[src/rtl/spi_master_ctrl_if.sv]
// Bundle between the SPI initiator and its users: request/response handshake plus SPI pins.
// "master" is the controller's view, "slave" is the requester/board side.
interface spi_master_ctrl_if #(
    parameter int unsigned ADDR_WIDTH = 7,
    parameter int unsigned DATA_WIDTH = 8
);
    logic                  start;
    logic                  rw;
    logic [ADDR_WIDTH-1:0] addr;
    logic [DATA_WIDTH-1:0] wdata;
    logic                  busy;
    logic                  done;
    logic [DATA_WIDTH-1:0] rdata;
    logic                  sclk;
    logic                  cs_n;
    logic                  mosi;
    logic                  miso;

    modport master (
        input  start, rw, addr, wdata, miso,
        output busy, done, rdata, sclk, cs_n, mosi
    );

    modport slave (
        output start, rw, addr, wdata, miso,
        input  busy, done, rdata, sclk, cs_n, mosi
    );
endinterface

[src/rtl/spi_master_ctrl.sv]
// Mode-0 SPI initiator: one start pulse becomes one {addr, rw, data} frame, MSB first.
// All SPI pins are registered so sclk/cs_n cannot glitch.
module spi_master_ctrl #(
    parameter int unsigned CLK_DIV    = 4,
    parameter int unsigned ADDR_WIDTH = 7,
    parameter int unsigned DATA_WIDTH = 8
) (
    input logic clk,
    input logic reset,
    spi_master_ctrl_if.master bus
);

    localparam int unsigned FRAME_BITS = ADDR_WIDTH + 1 + DATA_WIDTH;
    localparam int unsigned BIT_W      = $clog2(FRAME_BITS);
    localparam logic [7:0]       DIV_LAST = 8'(CLK_DIV - 1);
    localparam logic [BIT_W-1:0] BIT_LAST = BIT_W'(FRAME_BITS - 1);

    typedef enum logic [2:0] {
        StIdle,
        StSetup,
        StShift,
        StHold,
        StDone
    } state_e;

    state_e                  state_q, state_d;
    logic [7:0]              div_q, div_d;
    logic [BIT_W-1:0]        bit_q, bit_d;
    logic                    sclk_q, sclk_d;
    logic [FRAME_BITS-1:0]   tx_q, tx_d;
    logic [DATA_WIDTH-1:0]   rx_q, rx_d;
    logic                    rw_q, rw_d;
    logic [DATA_WIDTH-1:0]   rdata_q, rdata_d;
    logic                    cs_n_q, cs_n_d;
    logic                    busy_q, busy_d;
    logic                    done_q, done_d;
    logic [DATA_WIDTH-1:0]   wfield;

    always_comb begin
        state_d = state_q;
        div_d   = div_q;
        bit_d   = bit_q;
        sclk_d  = sclk_q;
        tx_d    = tx_q;
        rx_d    = rx_q;
        rw_d    = rw_q;
        rdata_d = rdata_q;
        wfield  = bus.rw ? '0 : bus.wdata;

        unique case (state_q)
            StIdle: begin
                if (bus.start) begin
                    tx_d    = {bus.addr, bus.rw, wfield};
                    rw_d    = bus.rw;
                    div_d   = '0;
                    state_d = StSetup;
                end
            end
            StSetup: begin
                if (div_q == DIV_LAST) begin
                    div_d   = '0;
                    bit_d   = '0;
                    sclk_d  = 1'b1;
                    rx_d    = {rx_q[DATA_WIDTH-2:0], bus.miso};
                    state_d = StShift;
                end else begin
                    div_d = div_q + 8'd1;
                end
            end
            StShift: begin
                if (div_q == DIV_LAST) begin
                    div_d = '0;
                    if (sclk_q) begin
                        // Falling edge: present the next frame bit; zeros fill in behind.
                        sclk_d = 1'b0;
                        tx_d   = {tx_q[FRAME_BITS-2:0], 1'b0};
                    end else if (bit_q == BIT_LAST) begin
                        state_d = StHold;
                    end else begin
                        bit_d  = bit_q + 1'b1;
                        sclk_d = 1'b1;
                        rx_d   = {rx_q[DATA_WIDTH-2:0], bus.miso};
                    end
                end else begin
                    div_d = div_q + 8'd1;
                end
            end
            StHold: begin
                if (div_q == DIV_LAST) begin
                    div_d   = '0;
                    state_d = StDone;
                    if (rw_q) begin
                        rdata_d = rx_q;
                    end
                end else begin
                    div_d = div_q + 8'd1;
                end
            end
            StDone: begin
                state_d = StIdle;
            end
            default: begin
                state_d = StIdle;
            end
        endcase

        busy_d = (state_d == StSetup) || (state_d == StShift) || (state_d == StHold);
        cs_n_d = ~busy_d;
        done_d = (state_d == StDone);
    end

    always_ff @(posedge clk) begin
        if (reset) begin
            state_q <= StIdle;
            div_q   <= '0;
            bit_q   <= '0;
            sclk_q  <= 1'b0;
            tx_q    <= '0;
            rx_q    <= '0;
            rw_q    <= 1'b0;
            rdata_q <= '0;
            cs_n_q  <= 1'b1;
            busy_q  <= 1'b0;
            done_q  <= 1'b0;
        end else begin
            state_q <= state_d;
            div_q   <= div_d;
            bit_q   <= bit_d;
            sclk_q  <= sclk_d;
            tx_q    <= tx_d;
            rx_q    <= rx_d;
            rw_q    <= rw_d;
            rdata_q <= rdata_d;
            cs_n_q  <= cs_n_d;
            busy_q  <= busy_d;
            done_q  <= done_d;
        end
    end

    assign bus.sclk  = sclk_q;
    assign bus.cs_n  = cs_n_q;
    assign bus.mosi  = tx_q[FRAME_BITS-1];
    assign bus.busy  = busy_q;
    assign bus.done  = done_q;
    assign bus.rdata = rdata_q;

endmodule

[src/flat_wrapper.sv]
// flat-port wrapper written by rule: the top's interface ports become plain ports
module spi_master_ctrl_flat 
#(
    parameter int unsigned CLK_DIV    = 4,
    parameter int unsigned ADDR_WIDTH = 7,
    parameter int unsigned DATA_WIDTH = 8
)
  (clk, reset, bus_start, bus_rw, bus_addr, bus_wdata, bus_miso, bus_busy, bus_done, bus_rdata, bus_sclk, bus_cs_n, bus_mosi);
  spi_master_ctrl_if #(.ADDR_WIDTH(ADDR_WIDTH), .DATA_WIDTH(DATA_WIDTH)) bus_i ();
  input logic clk;
  input logic reset;
  input wire logic [$bits(bus_i.start)-1:0] bus_start;
  input wire logic [$bits(bus_i.rw)-1:0] bus_rw;
  input wire logic [$bits(bus_i.addr)-1:0] bus_addr;
  input wire logic [$bits(bus_i.wdata)-1:0] bus_wdata;
  input wire logic [$bits(bus_i.miso)-1:0] bus_miso;
  output wire logic [$bits(bus_i.busy)-1:0] bus_busy;
  output wire logic [$bits(bus_i.done)-1:0] bus_done;
  output wire logic [$bits(bus_i.rdata)-1:0] bus_rdata;
  output wire logic [$bits(bus_i.sclk)-1:0] bus_sclk;
  output wire logic [$bits(bus_i.cs_n)-1:0] bus_cs_n;
  output wire logic [$bits(bus_i.mosi)-1:0] bus_mosi;
  assign bus_i.start = bus_start;
  assign bus_i.rw = bus_rw;
  assign bus_i.addr = bus_addr;
  assign bus_i.wdata = bus_wdata;
  assign bus_i.miso = bus_miso;
  assign bus_busy = bus_i.busy;
  assign bus_done = bus_i.done;
  assign bus_rdata = bus_i.rdata;
  assign bus_sclk = bus_i.sclk;
  assign bus_cs_n = bus_i.cs_n;
  assign bus_mosi = bus_i.mosi;
  spi_master_ctrl #(.CLK_DIV(CLK_DIV), .ADDR_WIDTH(ADDR_WIDTH), .DATA_WIDTH(DATA_WIDTH)) u_core (.clk(clk), .reset(reset), .bus(bus_i));
endmodule
[config.mk]
export PLATFORM = sky130hd
export DESIGN_NAME = spi_master_ctrl_flat
export DESIGN_NICKNAME = d
export VERILOG_FILES = /design/src/rtl/spi_master_ctrl_if.sv /design/src/rtl/spi_master_ctrl.sv /design/src/flat_wrapper.sv
export SDC_FILE = /design/constraint.sdc
export NUM_CORES = 1
export LEC_CHECK = 0
export CELL_PAD_IN_SITES_DETAIL_PLACEMENT = 1
export CELL_PAD_IN_SITES_GLOBAL_PLACEMENT = 2
export CORE_AREA = 2 2 91 93
export DETAILED_ROUTE_END_ITERATION = 12
export DIE_AREA = 0 0 93 95
export GPL_ROUTABILITY_DRIVEN = 0
export PLACE_DENSITY_LB_ADDON = 0.1
export SYNTH_ARGS = -nofsm -noshare
export SYNTH_HDL_FRONTEND = slang
export SYNTH_SLANG_ARGS = --single-unit
[constraint.sdc]
create_clock -name clk -period 2.1 [get_ports clk]
set_input_delay 0.42 -clock clk [delete_from_list [all_inputs] [get_ports clk]]
set_output_delay 0.42 -clock clk [all_outputs]
set_load 0.005 [all_outputs]
==> results.md <==
- Arrival time worst endpoint: around 2300 ps
- Via count: 2,007
- DRT antenna net count: 0
- Clock buffer depth: 2
- Die area: about 8800 µm²
- Status: finished clean
- Area grow syn2layout: 30.90%
- Hold path start: u_core.tx_q[0]
- Netlist cell types: 39
- Slew HR: a little over a quarter
- Overall Power: roughly 1.9 mW
- Placed Instance Area: ~2900 µm²
- Total GRT Usage: between 10 and 15%
- Critical Path RT: between 2000 and 2500 ps
- Mean post-synth cell area: a little over 9 µm²
- First-pass DRT Iterations: 4
- RR Endpoint: u_core.bit_q[3]
- CP endpoint kind: flop
- R2r setup slk: 60 ps
- YS warnings: 0
- Setup CP Type: flop to flop
- Number of global-route vias before repair: roughly 2,000
- Power Dens Cells: 620.3 nW/µm²
- Hold EP: u_core.tx_q[1]
- # rows: 33
- Final Skew: a little under 10 ps
- Antenna cells: 0
- Most common cell after layout, fill and taps aside: dfxtp_1
- CTS clock-pin slew for the worst setup and hold paths: 90 ps
- Syn Nets: around 270
- Fin. Hold Viols: 0
- # clock sinks: 52
- Max-slew violations: 0
- Seq cells post-synth: 52
- Pin count of the biggest net entering global routing: 27
- H-tree depth: 2
- Drt via density: approximately 5
- Final HPWL DP: roughly 4200 µm
- Max IR drop VDD: ~0.00031 V
- Cells after Synth: ~250
- Share of cells above drive strength 1: 15.56%
- Gr ovfl total: 0
- Worst skew pair latency: slightly above 300 ps
- Final instance area: roughly 3000 µm²
- Most frequent cells in the layout: dfxtp_1, clkdlybuf4s50_1, buf_4
- Total CTS buffers: 5
- Final WL: 5958 µm
- Worst setup SP type: flop
- CTS tree: built
- Initial DRC count: 17
- Hold Path Cell Cnt: 2
- Leak: ~1.1 nW
- First-pass GRT wire length: between 9000 and 10,000 µm
- Max-Cap Viols: 0
- Synthesized cell area: ~2300 µm²
- IO buf count: 32
- Worst slew pin tran: between 1000 and 1500 ps
- Top Ports: 33
- Worst Reg2Reg Path Length in Cells: 5
- Die Height: around 95 µm
- Core area: approximately 7900 µm²
- Root Driver: clkbuf_8
- Tmin final: roughly 2000 ps
- RR Startpoint: u_core.div_q[1]
- Worst hold path class: flop to flop
- DRC: 0
- Initial antenna violation count: 0
- Initial Util: 28.96%
- Register area share after synthesis: 45.34%
- Chip Width: approximately 93 µm
- Peak Freq: between 0.4 and 0.5 GHz
- Final-stage net count: 323
- WL/cell: roughly 15 µm
- Final setup viols: 0
- Crit share post-route: slightly below 100%
- Crit-path max FO: 5
==> how the worst max path moves through the flow <==
stage	startpoint	end	slack, ps
floorplan	u_core.div_q[0]	u_core.bit_q[3]	20
global placement	bus_start	u_core.div_q[6]	-100
detailed placement	bus_start	u_core.div_q[4]	-130
CTS	u_core.div_q[1]	u_core.bit_q[3]	4
global route	u_core.div_q[1]	u_core.bit_q[3]	-3
finish	u_core.div_q[1]	u_core.bit_q[3]	60
==> timing repair <==
item	4_1_cts	5_1_grt
cloned	1	1
gates resized for setup	2	4
setup endpoints to repair	3	11
setup buffers	1	1
pin swaps	1	2
hold buffers	0	0
==> registers in the layout (all words and copies together), names as in the netlist <==
name	cells
u_core.bus.cs_n	1
u_core.bus.done	1
u_core.bus.rdata	8
u_core.rw_q	1
u_core.bus.busy	1
u_core.rx_q	8
u_core.state_q	3
u_core.div_q	8
u_core.tx_q	16
u_core.bus.sclk	1
u_core.bit_q	4
==> per-layer routing <==
metal  global-route usage (%)  share of wire (%)  vias up
li1                         -                  -     1002
met1                    19.37                 50      965
met2                    22.28                 45       34
met3                    3.033                3.8        6
met4                    4.044                1.2        0
met5                        0                  0        -
==> kinds of logic after synthesis <==
family / count (synthesis) / share of synthesized area (%)
buffers and inverters: 20 / 3.597
adder cells (fa/ha/maj): 2 / 1.090
AND/OR/NAND/NOR: 93 / 21.96
flip-flops: 52 / 45.34
multiplexers: 24 / 10.46
XOR/XNOR: 8 / 3.052
AO/OA/AOI/OAI: 53 / 14.50
==> per-stage QoR <==
step / utilization (%) / instances / hold WS, ps / setup slack (ps) / setup TNS (ps)
2_1_floorplan: - / 252 / 447.4 / 22.70 / 0
3_3_place_gp: 36.10 / 395 / 458.4 / -100.3 / -673.9
3_5_place_dp: 36.10 / 395 / 468.9 / -130.3 / -848.4
4_1_cts: 37.58 / 405 / 485.3 / 3.961 / 0
5_1_grt: 37.91 / 407 / 508.3 / -3.404 / -3.404
6_report: 37.91 / 407 / 484.3 / 57.36 / 0
==> critical path: stages, from the launching register on <==
cell and delay [ps]:
dfxtp_2 350, ha_2 170, or4b_4 500, or3_4 380, or4_1 470, a21oi_1 130
==> report_power, final <==
group	switching [mW]	total, mW	leakage (nW)	internal [mW]
registers	0.0221	1.04	0.424	1.02
clock network	0.343	0.613	0.0516	0.270
logic	0.0956	0.207	0.618	0.111
==> synthesized netlist by cell type, drive strengths merged <==
cell type	n	share of area [%]
dfxtp	52	45
mux2i	24	10
nor2	24	3.9
a21oi	23	5.0
nand2	14	2.3
clkbuf	13	2.2
nand2b	12	3.3
a211oi	8	2.6
nor3	8	1.7
o21ai	8	1.7
a311oi	7	2.7
nand3b	7	2.3
xnor2	7	2.7
buf	5	1.0
nand3	4	0.87
or3	4	1.1
o31ai	3	0.98
or2	3	0.82
and2	2	0.54
and3	2	0.54
ha	2	1.1
inv	2	0.33
nand4	2	0.54
nand4b	2	0.76
nor3b	2	0.65
nor4b	2	0.76
or4	2	0.65
a21o	1	0.33
a311o	1	0.44
nor2b	1	0.27
nor4	1	0.27
o21bai	1	0.33
o31a	1	0.38
or4b	1	0.60
xor2	1	0.38
==> layout make-up <==
type,instances,area [µm²]
Clock inverter,2,13.76
Multi-Input combinational cell,181,1200
Inverter,2,7.507
Clock buffer,6,82.58
Fill cell,941,4922
Timing Repair Buffer,59,526.8
Sequential cell,52,1044
Tap cell,105,131.4
Power figures use the tool's default switching activity.
